[src/rtl/alu_pkg.sv]
// rtl/alu_pkg.sv - shared op codes, widths and FSM state type for alu_seq
//
// Purpose: common definitions imported by the alu_seq interface, top and
//          multiplier datapath.
// Contents: OP_W op-code width, OP_AND..OP_MUL op codes, state_e FSM states.
package alu_pkg;

  localparam int OP_W = 3;

  localparam logic [OP_W-1:0] OP_AND = 3'd0;
  localparam logic [OP_W-1:0] OP_OR  = 3'd1;
  localparam logic [OP_W-1:0] OP_ADD = 3'd2;
  localparam logic [OP_W-1:0] OP_SUB = 3'd3;
  localparam logic [OP_W-1:0] OP_MUL = 3'd4;

  typedef enum logic [1:0] {
    IDLE    = 2'd0,
    MUL_RUN = 2'd1,
    DONE    = 2'd2
  } state_e;

endpackage

[src/rtl/alu_seq_if.sv]
// rtl/alu_seq_if.sv - request/result bundle between datapath and alu_seq
//
// Purpose: groups the request (start, A, B, S) and the registered result
//          (C, Hi, Co, Z, V, busy, done, err) of alu_seq.
// Modports: master drives requests and observes results; slave is the ALU.
interface alu_seq_if
  import alu_pkg::*;
#(
  parameter int W = 4
);

  logic            start;
  logic [W-1:0]    A;
  logic [W-1:0]    B;
  logic [OP_W-1:0] S;
  logic [W-1:0]    C;
  logic [W-1:0]    Hi;
  logic            Co;
  logic            Z;
  logic            V;
  logic            busy;
  logic            done;
  logic            err;

  modport master (
    output start, A, B, S,
    input  C, Hi, Co, Z, V, busy, done, err
  );

  modport slave (
    input  start, A, B, S,
    output C, Hi, Co, Z, V, busy, done, err
  );

endinterface

[src/rtl/alu_mul_seq.sv]
// rtl/alu_mul_seq.sv - LSB-first shift-add unsigned multiplier datapath
//
// Purpose: one partial-product step per i_step; i_load restarts a product.
// Ports:
//   clk, rst_n   clock, asynchronous active-low reset
//   i_load       latch i_a (multiplicand) and i_b (multiplier), clear acc
//   i_step       perform one shift-add step
//   i_a, i_b     W-bit operands
//   o_product    2W-bit accumulator including the step in progress; on the
//                W-th step it equals i_a * i_b
module alu_mul_seq #(
  parameter int W = 4
) (
  input  logic           clk,
  input  logic           rst_n,
  input  logic           i_load,
  input  logic           i_step,
  input  logic [W-1:0]   i_a,
  input  logic [W-1:0]   i_b,
  output logic [2*W-1:0] o_product
);

  logic [2*W-1:0] r_acc;
  logic [2*W-1:0] r_mcand;
  logic [W-1:0]   r_mplier;
  logic [2*W-1:0] w_acc_nxt;

  // Exposing the post-step value lets the caller capture the finished product
  // on the same edge as the last step, keeping latency at exactly W cycles.
  assign w_acc_nxt = r_acc + (r_mplier[0] ? r_mcand : '0);
  assign o_product = w_acc_nxt;

  always_ff @(posedge clk or negedge rst_n) begin
    if (!rst_n) begin
      r_acc    <= '0;
      r_mcand  <= '0;
      r_mplier <= '0;
    end else if (i_load) begin
      r_acc    <= '0;
      r_mcand  <= {{W{1'b0}}, i_a};
      r_mplier <= i_b;
    end else if (i_step) begin
      r_acc    <= w_acc_nxt;
      r_mcand  <= r_mcand << 1;
      r_mplier <= r_mplier >> 1;
    end
  end

endmodule

[src/rtl/alu_seq.sv]
// rtl/alu_seq.sv - registered W-bit ALU with start/busy/done and multi-cycle MUL
//
// Purpose: AND/OR/ADD/SUB complete in one cycle; MUL takes W cycles through
//          alu_mul_seq. All results and flags are registered and held until
//          the next operation completes.
// Ports:
//   clk, rst_n   clock, asynchronous active-low reset
//   bus          alu_seq_if slave: start/A/B/S in, C/Hi/Co/Z/V/busy/done/err out
module alu_seq
  import alu_pkg::*;
#(
  parameter int W = 4
) (
  input  logic     clk,
  input  logic     rst_n,
  alu_seq_if.slave bus
);

  localparam int CNT_W = (W > 2) ? $clog2(W) : 1;

  state_e         r_state;
  state_e         w_state_nxt;
  logic [CNT_W-1:0] r_cnt;
  logic           w_accept;
  logic           w_load;
  logic           w_step;
  logic           w_last;

  logic [2*W-1:0] w_product;

  logic [W-1:0]   w_res_c;
  logic           w_res_co;
  logic           w_res_v;
  logic           w_res_err;
  logic [W:0]     w_sum;
  logic [W:0]     w_diff;

  logic [W-1:0]   r_c;
  logic [W-1:0]   r_hi;
  logic           r_co;
  logic           r_z;
  logic           r_v;
  logic           r_busy;
  logic           r_done;
  logic           r_err;

  alu_mul_seq #(.W(W)) u_mul (
    .clk      (clk),
    .rst_n    (rst_n),
    .i_load   (w_load),
    .i_step   (w_step),
    .i_a      (bus.A),
    .i_b      (bus.B),
    .o_product(w_product)
  );

  always_ff @(posedge clk or negedge rst_n) begin
    if (!rst_n) begin
      r_state <= IDLE;
    end else begin
      r_state <= w_state_nxt;
    end
  end

  always_comb begin
    w_state_nxt = r_state;
    w_accept    = 1'b0;
    w_load      = 1'b0;
    w_step      = 1'b0;
    w_last      = 1'b0;
    case (r_state)
      IDLE, DONE: begin
        // Accepting from DONE is what makes back-to-back requests possible.
        if (bus.start) begin
          w_accept = 1'b1;
          if (bus.S == OP_MUL) begin
            w_load      = 1'b1;
            w_state_nxt = MUL_RUN;
          end else begin
            w_state_nxt = DONE;
          end
        end else begin
          w_state_nxt = IDLE;
        end
      end
      MUL_RUN: begin
        w_step = 1'b1;
        if (r_cnt == CNT_W'(W - 1)) begin
          w_last      = 1'b1;
          w_state_nxt = DONE;
        end
      end
      default: w_state_nxt = IDLE;
    endcase
  end

  always_ff @(posedge clk or negedge rst_n) begin
    if (!rst_n) begin
      r_cnt <= '0;
    end else if (w_load) begin
      r_cnt <= '0;
    end else if (w_step) begin
      r_cnt <= r_cnt + CNT_W'(1);
    end
  end

  assign w_sum  = {1'b0, bus.A} + {1'b0, bus.B};
  assign w_diff = {1'b0, bus.A} - {1'b0, bus.B};

  // Single-cycle result; illegal codes fall to the all-zero default with err.
  always_comb begin
    w_res_c   = '0;
    w_res_co  = 1'b0;
    w_res_v   = 1'b0;
    w_res_err = 1'b0;
    case (bus.S)
      OP_AND: w_res_c = bus.A & bus.B;
      OP_OR:  w_res_c = bus.A | bus.B;
      OP_ADD: begin
        w_res_c  = w_sum[W-1:0];
        w_res_co = w_sum[W];
        w_res_v  = (bus.A[W-1] == bus.B[W-1]) && (w_sum[W-1] != bus.A[W-1]);
      end
      OP_SUB: begin
        w_res_c  = w_diff[W-1:0];
        // The extended subtraction borrows into bit W exactly when A < B.
        w_res_co = ~w_diff[W];
        w_res_v  = (bus.A[W-1] != bus.B[W-1]) && (w_diff[W-1] != bus.A[W-1]);
      end
      default: w_res_err = 1'b1;
    endcase
  end

  always_ff @(posedge clk or negedge rst_n) begin
    if (!rst_n) begin
      r_c    <= '0;
      r_hi   <= '0;
      r_co   <= 1'b0;
      r_z    <= 1'b1;
      r_v    <= 1'b0;
      r_busy <= 1'b0;
      r_done <= 1'b0;
      r_err  <= 1'b0;
    end else begin
      r_busy <= (w_state_nxt == MUL_RUN);
      r_done <= (w_state_nxt == DONE);
      if (w_accept && !w_load) begin
        r_c   <= w_res_c;
        r_hi  <= '0;
        r_co  <= w_res_co;
        r_z   <= (w_res_c == '0);
        r_v   <= w_res_v;
        r_err <= w_res_err;
      end else if (w_last) begin
        r_c   <= w_product[W-1:0];
        r_hi  <= w_product[2*W-1:W];
        r_co  <= (w_product[2*W-1:W] != '0);
        r_z   <= (w_product[W-1:0] == '0);
        r_v   <= 1'b0;
        r_err <= 1'b0;
      end
    end
  end

  assign bus.C    = r_c;
  assign bus.Hi   = r_hi;
  assign bus.Co   = r_co;
  assign bus.Z    = r_z;
  assign bus.V    = r_v;
  assign bus.busy = r_busy;
  assign bus.done = r_done;
  assign bus.err  = r_err;

endmodule

[src/flat_wrapper.sv]
// flat-port wrapper written by rule: the top's interface ports become plain ports
module alu_seq_flat import alu_pkg::*;
#(
  parameter int W = 4
)
  (clk, rst_n, bus_start, bus_A, bus_B, bus_S, bus_C, bus_Hi, bus_Co, bus_Z, bus_V, bus_busy, bus_done, bus_err);
  alu_seq_if #(.W(W)) bus_i ();
  input  logic clk;
  input  logic rst_n;
  input wire logic [$bits(bus_i.start)-1:0] bus_start;
  input wire logic [$bits(bus_i.A)-1:0] bus_A;
  input wire logic [$bits(bus_i.B)-1:0] bus_B;
  input wire logic [$bits(bus_i.S)-1:0] bus_S;
  output wire logic [$bits(bus_i.C)-1:0] bus_C;
  output wire logic [$bits(bus_i.Hi)-1:0] bus_Hi;
  output wire logic [$bits(bus_i.Co)-1:0] bus_Co;
  output wire logic [$bits(bus_i.Z)-1:0] bus_Z;
  output wire logic [$bits(bus_i.V)-1:0] bus_V;
  output wire logic [$bits(bus_i.busy)-1:0] bus_busy;
  output wire logic [$bits(bus_i.done)-1:0] bus_done;
  output wire logic [$bits(bus_i.err)-1:0] bus_err;
  assign bus_i.start = bus_start;
  assign bus_i.A = bus_A;
  assign bus_i.B = bus_B;
  assign bus_i.S = bus_S;
  assign bus_C = bus_i.C;
  assign bus_Hi = bus_i.Hi;
  assign bus_Co = bus_i.Co;
  assign bus_Z = bus_i.Z;
  assign bus_V = bus_i.V;
  assign bus_busy = bus_i.busy;
  assign bus_done = bus_i.done;
  assign bus_err = bus_i.err;
  alu_seq #(.W(W)) u_core (.clk(clk), .rst_n(rst_n), .bus(bus_i));
endmodule
[config.mk]
export PLATFORM = sky130hd
export DESIGN_NAME = alu_seq_flat
export DESIGN_NICKNAME = d
export VERILOG_FILES = /design/src/rtl/alu_pkg.sv /design/src/rtl/alu_seq_if.sv /design/src/rtl/alu_mul_seq.sv /design/src/rtl/alu_seq.sv /design/src/flat_wrapper.sv
export SDC_FILE = /design/constraint.sdc
export NUM_CORES = 1
export LEC_CHECK = 0
export ABC_CLOCK_PERIOD_IN_PS = 2400
export BUFFER_PORTS_ARGS = -buffer_cell sky130_fd_sc_hd__buf_2
export CORE_MARGIN = 1.5
export CORE_UTILIZATION = 38
export CTS_BUF_LIST = sky130_fd_sc_hd__clkbuf_2
export DETAILED_ROUTE_END_ITERATION = 8
export PLACE_DENSITY_LB_ADDON = 0.08
export REMOVE_ABC_BUFFERS = 1
export SYNTH_ARGS = -nofsm -noshare
export SYNTH_HDL_FRONTEND = slang
export SYNTH_SLANG_ARGS = --single-unit
[constraint.sdc]
create_clock -name clk -period 2.4 [get_ports clk]
set_input_delay 0 -clock clk [delete_from_list [all_inputs] [get_ports clk]]
set_output_delay 0 -clock clk [all_outputs]
set_load 0.005 [all_outputs]
==> metrics.txt <==
Setup TNS 0 ps; Starting Density 39.0%; Residual DRC 0; slew at the pin with the worst max-slew slack 877 ps; P_sw 855 uW; TritonCTS Sinks 38; drt initial violations 86; pin count of the biggest net entering global routing 39; fin crit period 2240 ps; CP Capture Type register; largest family of logic cells by synthesized area compound AO/OA/AOI/OAI gates; leakage 1.37 nW; first-pass GRT wire length 9690 um; Die Ht 83.5 um; Post-Synth Adder-Cell Area 12.6%; combinational fraction of design power 41.1%; via/cell ratio 5.24; FF+latch count, synth 38; clock power share 14.1%; port bufs 27; synth unique cells 49; Ys Warns 0; area of the multi-input gates 1390 um^2; Worst Setup Start Kind register; compound-gate portion of the synthesized area 19.1%; routed wire length 5950 um; Max Cap Violations 0; total gr overflow 0; # H-tree levels 2; P_int 1.26 mW; max-slew violations 0; fillcell total 665; Horiz. Die Dim 83.5 um; core area 6310 um^2; Power Density 746 nW/um^2; Max VDD drop 0.000357 V; clock insertion delay at the later pin of the skew report 410 ps; arrival time at the worst endpoint 2540 ps; TritonCTS clock tree built; post-synthesis mux area share 2.69%; Sw Ratio 40.4%; final setup violation count 0; XOR/XNOR share of the synthesized area 2.84%; DPL Wire Length 4340 um; run status finished, final reports clean; WP data required 2700 ps; leading post-synthesis cells by cell area dfrtp_1 (38%), ha_1 (10%), nand2_1 (7.8%), o21ai_0 (5.1%), inv_1 (3.0%); Syn Inst Count 276; Top FF cell, synth dfrtp_1; DIE AREA 6980 um^2; gp weighted congestion 0.813; Post-Syn Area 2460 um^2; maximum clock frequency 447 MHz; Max-slew headroom 41.5%; Total Routing Usage GR 17.4%; Clock Skew 29.0 ps; Rows 29; CP Cell Sequence and2_1 > ha_1 > fa_2 > a211oi_2 > o21ai_0 > a21oi_1 > xor2_1 > a31oi_1; io pins 28; final period utilization 93.3%; Hold Vio Cnt, Final 0; FF+latch area 952 um^2; CTS max path bufs 2; CTS clk-pin slew, worst paths 230 ps; critical path's largest stage delay 430 ps; Seq/Total Area, Yosys 38.6%; power share of the sequential group 44.8%; via count 2058; ys async rst share 100%; critical path class register to register; pre-CTS WS 75.4 ps; post-route setup slack 161 ps; CTS Buf Count 5; Hold Path Class primary input to register; reg-to-reg slack, setup 160 ps; share of cells above drive strength 1 14.9%; post-route ant nets 0; simple logic cell fraction of the synthesized area 18.6%; drt first pass iters 4; antenna violations before repair 0; post-DR wirelength/cell 15.1 um; vias in the first global route 1983; syn avg cell area 8.93 um^2; clock root buffer clkbuf_2; highest fanout seen on the critical path 3; area share of the leading cell type in the synthesized netlist 37.6%; Synth-to-Final Area Change 15.1%; # diodes 0; Final #Nets 352; Post-synth EDFFs 0; slowest CP cell dfrtp_1; post-synth top area cell dfrtp_1; RSZ-0062 raised after global routing false
-- worst max-delay path, delay by kind of cell, from the launching register on --
kind	cells	cell delay, ps
flops	1	430
compound gates	4	700
simple gates	1	160
xor+xnor	1	250
fa+ha+maj	2	600
-- synth_stat cells, drive strengths merged (5+ instances only) --
| cell type | number |
|---|---|
| o22ai | 11 |
| nand2 | 51 |
| buf | 8 |
| xnor2 | 5 |
| nand2b | 6 |
| a21oi | 11 |
| nor2 | 14 |
| o21ai | 25 |
| dfrtp | 37 |
| ha | 20 |
| inv | 20 |
| and2 | 8 |
-- layout make-up --
class / instances / share of cell area [%]
tap: 77 / 3.40
multi-input combinational: 207 / 49.0
timing repair buffer: 43 / 9.96
sequential: 38 / 33.6
clock inverter: 3 / 0.573
clock buffer: 5 / 0.882
inverter: 20 / 2.65
-- cells in the final DEF, fill, tap and decap left out, types with 2 or more instances in the layout --
| cell | instances |
|---|---|
| nand2_1 | 51 |
| dfrtp_1 | 37 |
| buf_2 | 27 |
| o21ai_0 | 25 |
| inv_1 | 20 |
| ha_1 | 20 |
| nor2_1 | 13 |
| o22ai_1 | 11 |
| a21oi_1 | 11 |
| dlygate4sd3_1 | 11 |
| and2_1 | 8 |
| nand2b_1 | 6 |
| xnor2_1 | 5 |
| clkbuf_2 | 5 |
| buf_4 | 5 |
| nand3_1 | 4 |
| a22oi_1 | 4 |
| mux2i_1 | 4 |
| nor2b_1 | 3 |
| a211oi_2 | 3 |
| xor2_1 | 3 |
| o21a_1 | 3 |
| and2b_1 | 2 |
| and3_1 | 2 |
| nor3_1 | 2 |
| o211ai_1 | 2 |
| a31oi_1 | 2 |
| fa_1 | 2 |
-- path summary, 6_finish.rpt --
check,start,cells after the start,endpoint
setup / recovery,u_core.u_mul.r_mcand[0]$_DFFE_PN0P_,8,u_core.bus.Co$_DFFE_PN0P_
max in group asynchronous,rst_n,2,u_core.u_mul.r_mplier[3]$_DFFE_PN0P_
min in group asynchronous,rst_n,2,u_core.bus.C[1]$_DFFE_PN0P_
hold / removal,bus_S[1],4,u_core.bus.busy$_DFF_PN0_
setup reg to reg,u_core.u_mul.r_mcand[0]$_DFFE_PN0P_,8,u_core.bus.Co$_DFFE_PN0P_
hold reg to reg,u_core.u_mul.r_mplier[2]$_DFFE_PN0P_,2,u_core.u_mul.r_mplier[2]$_DFFE_PN0P_
-- per-stage QoR --
stage,total power [mW],cell area (um^2),std cells,util [%],hold WS (ps)
after floorplan,1.52,2400,265,-,-296
after global placement,1.79,2670,373,42.2,163
after detailed placement,1.79,2670,373,42.2,163
after CTS,2.11,2820,392,44.6,52.5
after global routing,2.28,2840,393,44.9,94.0
final,2.12,2840,393,44.9,67.2
-- power groups by stage --
stage / clock, mW / sequential (mW) / combinational (mW)
finish: 0.298 / 0.947 / 0.870
global route: 0.333 / 0.968 / 0.981
CTS: 0.313 / 0.946 / 0.853
detailed placement: 0 / 0.959 / 0.833
global placement: 0 / 0.960 / 0.828
floorplan: 0 / 0.939 / 0.579
-- metal layers --
layer / track usage (%) / vias to the layer above / wire length (um)
li1: - / 1039 / -
met1: 24.2 / 962 / 3020
met2: 28.4 / 53 / 2640
met3: 3.26 / 4 / 232
met4: 4.02 / 0 / 56
met5: 0 / - / 0
-- flip-flops by register name (all words and copies together) (netlist names), 2 cells and up --
name / cells
u_core.u_mul.r_acc: 8
u_core.u_mul.r_mcand: 8
u_core.bus.C: 4
u_core.bus.Hi: 4
u_core.u_mul.r_mplier: 4
u_core.r_cnt: 2
u_core.r_state: 2
-- cells by family (layout without fill, tap and decap cells) --
kind of cell / after synthesis / count (layout)
AO/OA/AOI/OAI: 74 / 74
flip-flops: 38 / 38
buffers and inverters: 31 / 71
XOR/XNOR: 8 / 8
AND/OR/NAND/NOR: 97 / 97
multiplexers: 5 / 5
adder cells (fa/ha/maj): 23 / 23
-- repair_timing --
action / in CTS / in global routing
buffers inserted: 0 / 1
endpoints found under the setup margin: 0 / 4
hold buffers: 11 / 0
hold endpoints to repair: 48 / 0
resized for setup: 0 / 3
No activity file was read; power rests on OpenSTA's default activity.
